--- src/rtl/kbd_pkg.sv ---
// Shared types and constants for the PS/2 keyboard receiver.
package kbd_pkg;

    typedef enum logic [1:0] {
        RX_IDLE   = 2'd0,
        RX_DATA   = 2'd1,
        RX_PARITY = 2'd2,
        RX_STOP   = 2'd3
    } rx_state_t;

    localparam int         PS2_DATA_BITS = 8;
    localparam logic [7:0] KEY_NONE      = 8'h00;

    // Saturating increment used by the frame-error counter.
    function automatic logic [7:0] sat_inc8(input logic [7:0] value);
        return (value == 8'hFF) ? value : value + 8'd1;
    endfunction

endpackage

--- src/rtl/ps2_edge_filter.sv ---
// PS/2 pin conditioning: 2-FF synchronisers on clock and data, a debounce
// filter on the clock (FILTER_LEN equal samples before the level changes)
// and a one-cycle strobe on each falling edge of the filtered clock.
module ps2_edge_filter #(
    parameter int FILTER_LEN = 4
) (
    input  logic CLK,
    input  logic reset,
    input  logic ps2_clock,
    input  logic ps2_data,
    output logic sample_strobe,
    output logic data_sync
);
    localparam int CW = $clog2(FILTER_LEN + 1);
    localparam logic [CW-1:0] LAST = CW'(FILTER_LEN - 1);

    logic [1:0]    clk_sync;
    logic [1:0]    dat_sync;
    logic          clk_filt;
    logic [CW-1:0] run_cnt;

    // Synchronise both pins; idle bus level is high.
    always_ff @(posedge CLK or negedge reset) begin
        if (!reset) begin
            clk_sync <= 2'b11;
            dat_sync <= 2'b11;
        end else begin
            clk_sync <= {clk_sync[0], ps2_clock};
            dat_sync <= {dat_sync[0], ps2_data};
        end
    end

    // Debounce: the filtered level follows only after FILTER_LEN disagreeing samples in a row.
    always_ff @(posedge CLK or negedge reset) begin
        if (!reset) begin
            clk_filt      <= 1'b1;
            run_cnt       <= '0;
            sample_strobe <= 1'b0;
        end else begin
            sample_strobe <= 1'b0;
            if (clk_sync[1] == clk_filt) begin
                run_cnt <= '0;
            end else if (run_cnt == LAST) begin
                clk_filt      <= clk_sync[1];
                run_cnt       <= '0;
                sample_strobe <= clk_filt;
            end else begin
                run_cnt <= run_cnt + 1'b1;
            end
        end
    end

    assign data_sync = dat_sync[1];

endmodule

--- src/rtl/keyboard_rx_fifo.sv ---
// PS/2 keyboard receiver with scan-code FIFO and frame-error counting.
// Optional feature macro: KBD_PARITY_CHECK_EN (odd-parity check on frames).
//
// state     | meaning
// RX_IDLE   | waiting for a start bit (data low on strobe)
// RX_DATA   | shifting in 8 data bits, LSB first
// RX_PARITY | sampling the parity bit
// RX_STOP   | checking stop bit (and parity), pushing good frames
module keyboard_rx_fifo
    import kbd_pkg::*;
#(
    parameter int FIFO_DEPTH     = 8,
    parameter int FILTER_LEN     = 4,
    parameter int TIMEOUT_CYCLES = 50000
) (
    input  logic                        CLK,
    input  logic                        reset,
    input  logic                        keyboard_clock,
    input  logic                        keyboard_data,
    input  logic                        pop,
    output logic [7:0]                  pressed_key,
    output logic                        key_valid,
    output logic [$clog2(FIFO_DEPTH):0] fifo_count,
    output logic                        overflow,
    output logic [7:0]                  frame_error_count
);
    localparam int AW = $clog2(FIFO_DEPTH);
    localparam int CW = AW + 1;
    localparam int TW = $clog2(TIMEOUT_CYCLES + 1);
    localparam int BW = $clog2(PS2_DATA_BITS);

    logic          strobe;
    logic          rx_data;
    rx_state_t     state;
    logic [BW-1:0] bit_cnt;
    logic [7:0]    shift;
    logic [TW-1:0] to_rem;
    logic          timeout;
    logic          frame_ok;
    logic          push_req;
    logic [7:0]    push_data;
`ifdef KBD_PARITY_CHECK_EN
    logic          par_bit;
`endif

    logic [7:0]    mem [FIFO_DEPTH];
    logic [AW-1:0] wr_ptr;
    logic [AW-1:0] rd_ptr;
    logic [AW-1:0] rd_next;
    logic [CW-1:0] count_next;
    logic [CW-1:0] remaining;
    logic [7:0]    head_next;
    logic          pop_ok;
    logic          push_ok;
    logic          full;

    ps2_edge_filter #(.FILTER_LEN(FILTER_LEN)) u_filter (
        .CLK           (CLK),
        .reset         (reset),
        .ps2_clock     (keyboard_clock),
        .ps2_data      (keyboard_data),
        .sample_strobe (strobe),
        .data_sync     (rx_data)
    );

    assign timeout = (state != RX_IDLE) && !strobe && (to_rem == '0);
`ifdef KBD_PARITY_CHECK_EN
    assign frame_ok = rx_data && (^{shift, par_bit});
`else
    assign frame_ok = rx_data;
`endif

    // Receiver FSM, inactivity timer (down-counter reloaded on every strobe) and error count.
    always_ff @(posedge CLK or negedge reset) begin
        if (!reset) begin
            state             <= RX_IDLE;
            bit_cnt           <= '0;
            shift             <= '0;
            to_rem            <= '0;
            push_req          <= 1'b0;
            push_data         <= KEY_NONE;
            frame_error_count <= 8'h00;
`ifdef KBD_PARITY_CHECK_EN
            par_bit           <= 1'b0;
`endif
        end else begin
            push_req <= 1'b0;
            if (strobe)
                to_rem <= TW'(TIMEOUT_CYCLES);
            else if (state != RX_IDLE && to_rem != '0)
                to_rem <= to_rem - 1'b1;

            if (timeout) begin
                state             <= RX_IDLE;
                frame_error_count <= sat_inc8(frame_error_count);
            end else if (strobe) begin
                case (state)
                    RX_IDLE: begin
                        if (!rx_data) begin
                            state   <= RX_DATA;
                            bit_cnt <= '0;
                        end
                    end
                    RX_DATA: begin
                        shift   <= {rx_data, shift[7:1]};
                        bit_cnt <= bit_cnt + 1'b1;
                        if (bit_cnt == BW'(PS2_DATA_BITS - 1))
                            state <= RX_PARITY;
                    end
                    RX_PARITY: begin
`ifdef KBD_PARITY_CHECK_EN
                        par_bit <= rx_data;
`endif
                        state <= RX_STOP;
                    end
                    RX_STOP: begin
                        state <= RX_IDLE;
                        if (frame_ok) begin
                            push_req  <= 1'b1;
                            push_data <= shift;
                        end else begin
                            frame_error_count <= sat_inc8(frame_error_count);
                        end
                    end
                    default: state <= RX_IDLE;
                endcase
            end
        end
    end

    // FIFO next-state: a pop on an empty FIFO is ignored; a full FIFO accepts a push only alongside a pop.
    always_comb begin
        full       = (fifo_count == CW'(FIFO_DEPTH));
        pop_ok     = pop && (fifo_count != '0);
        push_ok    = push_req && (!full || pop_ok);
        count_next = fifo_count + CW'(push_ok) - CW'(pop_ok);
        rd_next    = rd_ptr + AW'(pop_ok);
        remaining  = fifo_count - CW'(pop_ok);
        head_next  = KEY_NONE;
        if (remaining != '0)
            head_next = mem[rd_next];
        else if (push_ok)
            head_next = push_data;
    end

    // Registered FIFO state and outputs; the head is precomputed so the output is first-word-fall-through.
    always_ff @(posedge CLK or negedge reset) begin
        if (!reset) begin
            wr_ptr      <= '0;
            rd_ptr      <= '0;
            fifo_count  <= '0;
            key_valid   <= 1'b0;
            pressed_key <= KEY_NONE;
            overflow    <= 1'b0;
        end else begin
            wr_ptr      <= wr_ptr + AW'(push_ok);
            rd_ptr      <= rd_next;
            fifo_count  <= count_next;
            key_valid   <= (count_next != '0);
            pressed_key <= head_next;
            if (push_req && full && !pop_ok)
                overflow <= 1'b1;
            else if (pop_ok)
                overflow <= 1'b0;
        end
    end

    // Storage array; contents need no reset since count gates every read.
    always_ff @(posedge CLK) begin
        if (push_ok)
            mem[wr_ptr] <= push_data;
    end

endmodule

--- config.mk ---
export PLATFORM = sky130hd
export DESIGN_NAME = keyboard_rx_fifo
export DESIGN_NICKNAME = d
export VERILOG_FILES = /design/src/rtl/kbd_pkg.sv /design/src/rtl/ps2_edge_filter.sv /design/src/rtl/keyboard_rx_fifo.sv
export SDC_FILE = /design/constraint.sdc
export NUM_CORES = 1
export LEC_CHECK = 0
export ABC_AREA = 1
export CAP_MARGIN = 10
export CORE_AREA = 2 2 185 96
export DETAILED_ROUTE_END_ITERATION = 8
export DIE_AREA = 0 0 187 98
export PLACE_DENSITY = 0.54
export RECOVER_POWER = 25
export SLEW_MARGIN = 0
export SYNTH_ARGS = -nofsm -noshare
export SYNTH_HDL_FRONTEND = slang
export SYNTH_SLANG_ARGS = --single-unit
--- constraint.sdc ---
create_clock -name CLK -period 6.3 [get_ports CLK]
set_input_delay 0.945 -clock CLK [delete_from_list [all_inputs] [get_ports CLK]]
set_output_delay 0.945 -clock CLK [all_outputs]
set_load 0.005 [all_outputs]
==> results of run 1 <==
[stage by stage]
stage | hold slack, ps | utilization, % | std cells
floorplan | 345 | - | 614
global placement | 347 | 40.0 | 861
detailed placement | 350 | 40.0 | 861
CTS | 358 | 43.2 | 893
global route | 361 | 43.2 | 893
finish | 357 | 43.2 | 893
[final cells by class]
cell class,count,area (um2)
Fill cell,1560,9590
Clock buffer,21,472
Tap cell,234,293
Clock inverter,11,71.3
Timing Repair Buffer,27,265
Multi-Input combinational cell,413,2210
Inverter,48,181
Sequential cell,139,3800
[state kept, by name, indices dropped and copies added, names as in the netlist, 2 cells and up]
name               count
u_filter.clk_sync      2
shift                  8
bit_cnt                3
fifo_count             4
state                  2
rd_ptr                 3
push_data              8
frame_error_count      8
wr_ptr                 3
u_filter.dat_sync      2
u_filter.run_cnt       3
to_rem                16
mem                   64
pressed_key            8
[routing by layer]
metal | wire (um) | GRT usage (%) | up-vias
met5 | 0 | 0 | -
met4 | 95 | 4.70 | 0
met3 | 723 | 4.92 | 10
met2 | 5340 | 21.3 | 110
met1 | 7210 | 23.7 | 2062
li1 | - | - | 2121
[power groups by stage]
stage                     sequential, uW  combinational (uW)  clock (uW)
final                               1160                1170         911
after global routing                1180                1330         979
after CTS                           1160                1170         934
after detailed placement            1180                1160           0
after global placement              1170                1130           0
after floorplan                     1160                 855           0
[logic make-up after synthesis]
group / share of synthesized area, %
XOR/XNOR: 1.94
buffers and inverters: 3.92
adder cells (fa/ha/maj): 4.72
AO/OA/AOI/OAI: 7.70
flip-flops: 60.8
AND/OR/NAND/NOR: 20.9
[synthesized netlist by cell type (2+ instances only)]
cell,number
inv_2,2
o21ai_2,5
o21ai_0,52
nand3b_1,4
dfstp_2,5
nor2_1,82
clkbuf_1,10
nand4_1,8
nor2_4,2
a21oi_1,3
buf_2,3
edfxtp_1,64
inv_1,45
ha_1,22
o21bai_1,2
nand2_1,139
nor3_1,4
nand2_2,4
nand2_4,4
nand3_1,36
or2_2,3
dfrtp_1,70
xnor2_1,6
xor2_1,6
nor3b_1,2
nor2_2,4
nand3_2,3
o211ai_1,16
[final timing paths]
| kind | start | end | slack [ps] | cells after the start |
|---|---|---|---|---|
| max in group asynchronous | reset | overflow | 4950 | 1 |
| setup reg to reg | fifo_count[2] | pressed_key[1] | 3340 | 12 |
| setup / recovery | pop | pressed_key[1] | 3170 | 10 |
| min in group asynchronous | reset | bit_cnt[1] | 700 | 1 |
| hold / removal | u_filter.clk_sync[0] | u_filter.clk_sync[1] | 360 | 0 |
| hold reg to reg | u_filter.clk_sync[0] | u_filter.clk_sync[1] | 360 | 0 |
==> results.toml, run 1 <==
[outcome]
status = "complete, no violations"

[flow_run]
cap_violations = 0

[synth]
ys_async_sr_fraction_pct = 54.0
yosysSeqAreaShare_pct = 60.8
yosys_warnings = 0
ys_seq_elements = 139
synth_edf_count = 64
synthTopCellsByArea = "edfxtp_1 (31%), dfrtp_1 (28%), nand2_1 (8.3%)"
synth_nets = 642
syn-cell-area_mm2 = 0.00626
synth.distinct_cells = 36
syn_inst = 614
yosys_most_used_dff = "dfrtp_1"
syn_avg_cell_area_um2 = 10.2
synth.largest_area_cell = "edfxtp_1"
synth_top_area_share_pct = 30.7

[global_routing]
grt_max_degree = 76
grt_usage_pct = 15.7
antenna_found_initial = 0
grt_overflow = 0
grt_pass1_vias = 4143
grt_pass1_wl_mm = 22.2

[power_and_ir_drop]
sw_frac_of_total_pct = 37.0
ir_drop_mv = 0.193
power.density_mw_per_mm2 = 444
p_total_uw = 3240
internal_power_uw = 2040
power_switching_uw = 1200
share_comb_of_total_power_pct = 36.0
pwr-share-clk_pct = 28.1
p_leak_uw = 0.00315
pwr-share-seq_pct = 35.8

[routing]
ant_nets = 0
wl_mm = 13.4
viasPerCell = 4.82
wl_per_cell_um = 15.0
drtPass1Iterations = 7
drc = 0
vias = 4303
drt_iter0_drc = 258

[clock_network]
clock_latency_ps = 410
cts_tree = "yes"
numClockSinks = 139
clockRootBuffer = "clkbuf_16"
numCtsBuffers = 17
htree_levels = 4
cts.repair.resized = 0
clock_tree.buffer_depth = 2
cts_setup_buffers = 0
ctsHoldBuffers = 0
path_clk_slew_ps = 60

[timing]
max_freq_mhz = 320
rsz0062_at_grt = "false"
setup_tns_ps = 0
slew_headroom_pct = 25.0
min_period_ps = 3130
setup_viol = 0
worst_slack_ps = 3170
fin_skew_ps = 10.1
hold_viol = 0
post-route-period-util_pct = 49.6
worst_slew_pin_slew_ps = 1120
slew_viol_final = 0

[critical_path]
crit_arrival_ps = 3480
crit_buf_inv = 4
worstPathCellList = "clkdlybuf4s50_1 > nand2_1 > inv_1 > ha_1 > buf_4 > inv_1 > o21ai_0 > o211ai_1 > nand3_1 > nand2_1"
cp_top_family = "buffers and inverters"
critPathMaxFanout = 34
critPathCaptureType = "flop"
cp_slowest_cell = "inv_1"
startpoint_type = "input port"
required_ps = 6650
critPathKind = "input port to flop"
cpPeakStageDelay_ps = 760

[cells_and_area]
final_net_count = 674
final_common_cell = "nand2_1"
area_growth_pct = 16.6
layout_common_cells = "nand2_1 (139), nor2_1 (82), dfrtp_1 (70)"
fin_area_mm2 = 0.00730
drive_gt1_share_pct = 10.2
diodes = 0

[placement]
placedInstanceArea_mm2 = 0.00675
portBuffers = 26
dp_slack_ps = 2790
gp_congestion = 0.821
hpwl_mm = 8.89

[floorplan]
boundaryPins = 27
die_h_um = 98
num_rows = 34
core-area_mm2 = 0.0169
die-area_mm2 = 0.0183
fp.dieW_um = 187
start_util_pct = 37.1

[min_path]
hp-class = "flop to flop"
Power figures use the tool's default switching activity.
==> inputs of run 2 (changes only) <==
- clock period: 6.3 -> 2.9 ns (I/O delays scaled with it)
==> run 2 against run 1 <==
  * The run now ends with capacitance limit, slew limit left
  * Global-route usage fell by 0.23 points
  * Combinational power rose by 120%
  * Non-clock buffer count rose by 13
  * Die area did not move
  * Sequential cell count did not move
  * Clock skew fell by 2.9 ps
  * Via count rose by 1.2%
  * Cell area rose by 2.4%
  * Wire length fell by 1.2%
  * Setup slack got worse by 2800 ps
==> results.toml, run 2 (synthesized netlist as in run 1, its figures left out) <==
[outcome]
status = "complete, but fails checks"
violations = "capacitance limit, slew limit"

[floorplan]
boundaryPins = 27
num_rows = 34
start_util_pct = 37.1
fp.dieW_um = 187
die-area_mm2 = 0.0183
core-area_mm2 = 0.0169
die_h_um = 98

[timing]
rsz0062_at_grt = "false"
setup_tns_ps = 0
hold_viol = 0
setup_viol = 0
slew_viol_final = 76
whs_ps = 356
fin_skew_ps = 7.21
slew_headroom_pct = -30.1
min_period_ps = 2570
post-route-period-util_pct = 88.5
worst_slew_pin_slew_ps = 1950
max_freq_mhz = 390

[routing]
drc = 0
viasPerCell = 4.80
drtPass1Iterations = 5
wl_mm = 13.2
wl_per_cell_um = 14.6
ant_nets = 0
drt_iter0_drc = 275
vias = 4353

[placement]
gp_congestion = 0.839
portBuffers = 26
hpwl_mm = 8.99
placedInstanceArea_mm2 = 0.00685

[global_routing]
grt_usage_pct = 15.5
antenna_found_initial = 0
grt_max_degree = 76
grt_overflow = 0
grt_pass1_vias = 4208
grt_pass1_wl_mm = 22.0

[cells_and_area]
final_net_count = 687
largest_reg_flops = 64
diodes = 0
fin_area_mm2 = 0.00747
utilization_pct = 44.2
top_register = "mem"
drive_gt1_share_pct = 12.2
area_growth_pct = 19.3
layout_common_cells = "nand2_1 (139), nor2_1 (82), dfrtp_1 (70)"
largestRegisters = "mem (64), to_rem (16)"
final_common_cell = "nand2_1"

[clock_network]
cts_setup_buffers = 0
clock_tree.buffer_depth = 2
cts_tree = "yes"
htree_levels = 4
clockRootBuffer = "clkbuf_16"
ctsHoldBuffers = 0
cts.repair.resized = 0
path_clk_slew_ps = 60
numClockSinks = 139
clock_latency_ps = 410
numCtsBuffers = 17

[power_and_ir_drop]
ir_drop_mv = 0.523
p_leak_uw = 0.00327
power.density_mw_per_mm2 = 985

[critical_path]
startpoint_type = "flop"
crit_arrival_ps = 2860
critPathKind = "flop to flop"
critPathCaptureType = "flop"
critPathMaxFanout = 5
required_ps = 3190

[flow_run]
cap_violations = 1

[min_path]
hp-class = "flop to flop"
==> run 2: path summary, 6_finish.rpt <==
check	from	endpoint	slack (ps)	cells after the start
min in group asynchronous	reset	to_rem[6]	550	1
worst min register to register	u_filter.dat_sync[0]	u_filter.dat_sync[1]	360	0
worst max-delay path	fifo_count[2]	key_valid	330	11
max in group asynchronous	reset	fifo_count[3]	1190	1
worst max register to register	fifo_count[2]	key_valid	330	11
worst min-delay path	u_filter.dat_sync[0]	u_filter.dat_sync[1]	360	0
==> run 2: metrics by stage <==
stage,total power [uW],setup slack (ps),std cells
finish,7350,333,906
global route,7900,163,906
CTS,7410,316,906
detailed placement,5160,327,874
global placement,5090,368,874
floorplan,4370,631,614
==> run 2: area by class of cell <==
type	count	area (um2)
flip-flops and latches	139	3800
repair buffers	40	360
multi-input cells	413	2210
clock inverters	8	75.1
fillers	1607	9420
inverters	48	181
well taps	234	293
clock buffers	24	546
==> run 2: per-layer routing <==
metal,global-route usage (%),part of all wire (%),vias up
li1,-,-,2143
met1,23.8,54,2092
met2,21.0,40,107
met3,3.88,5.2,11
met4,5.31,0.78,0
met5,0,0,-
==> run 2: where the power goes <==
part	total, uW	switching [uW]	internal (uW)
clock	2230	827	1400
combinational	2610	1590	1010
sequential	2520	212	2310
total	7350	2630	4720
==> run 2: critical path: stages (launching register included) <==
cell	delay (ps)
dfrtp_1	410
inv_1	160
ha_1	160
nor3b_1	250
nand2_1	90
nand2_1	140
ha_1	250
inv_1	50
ha_1	170
fa_1	450
nor3_1	230
nand2_1	80
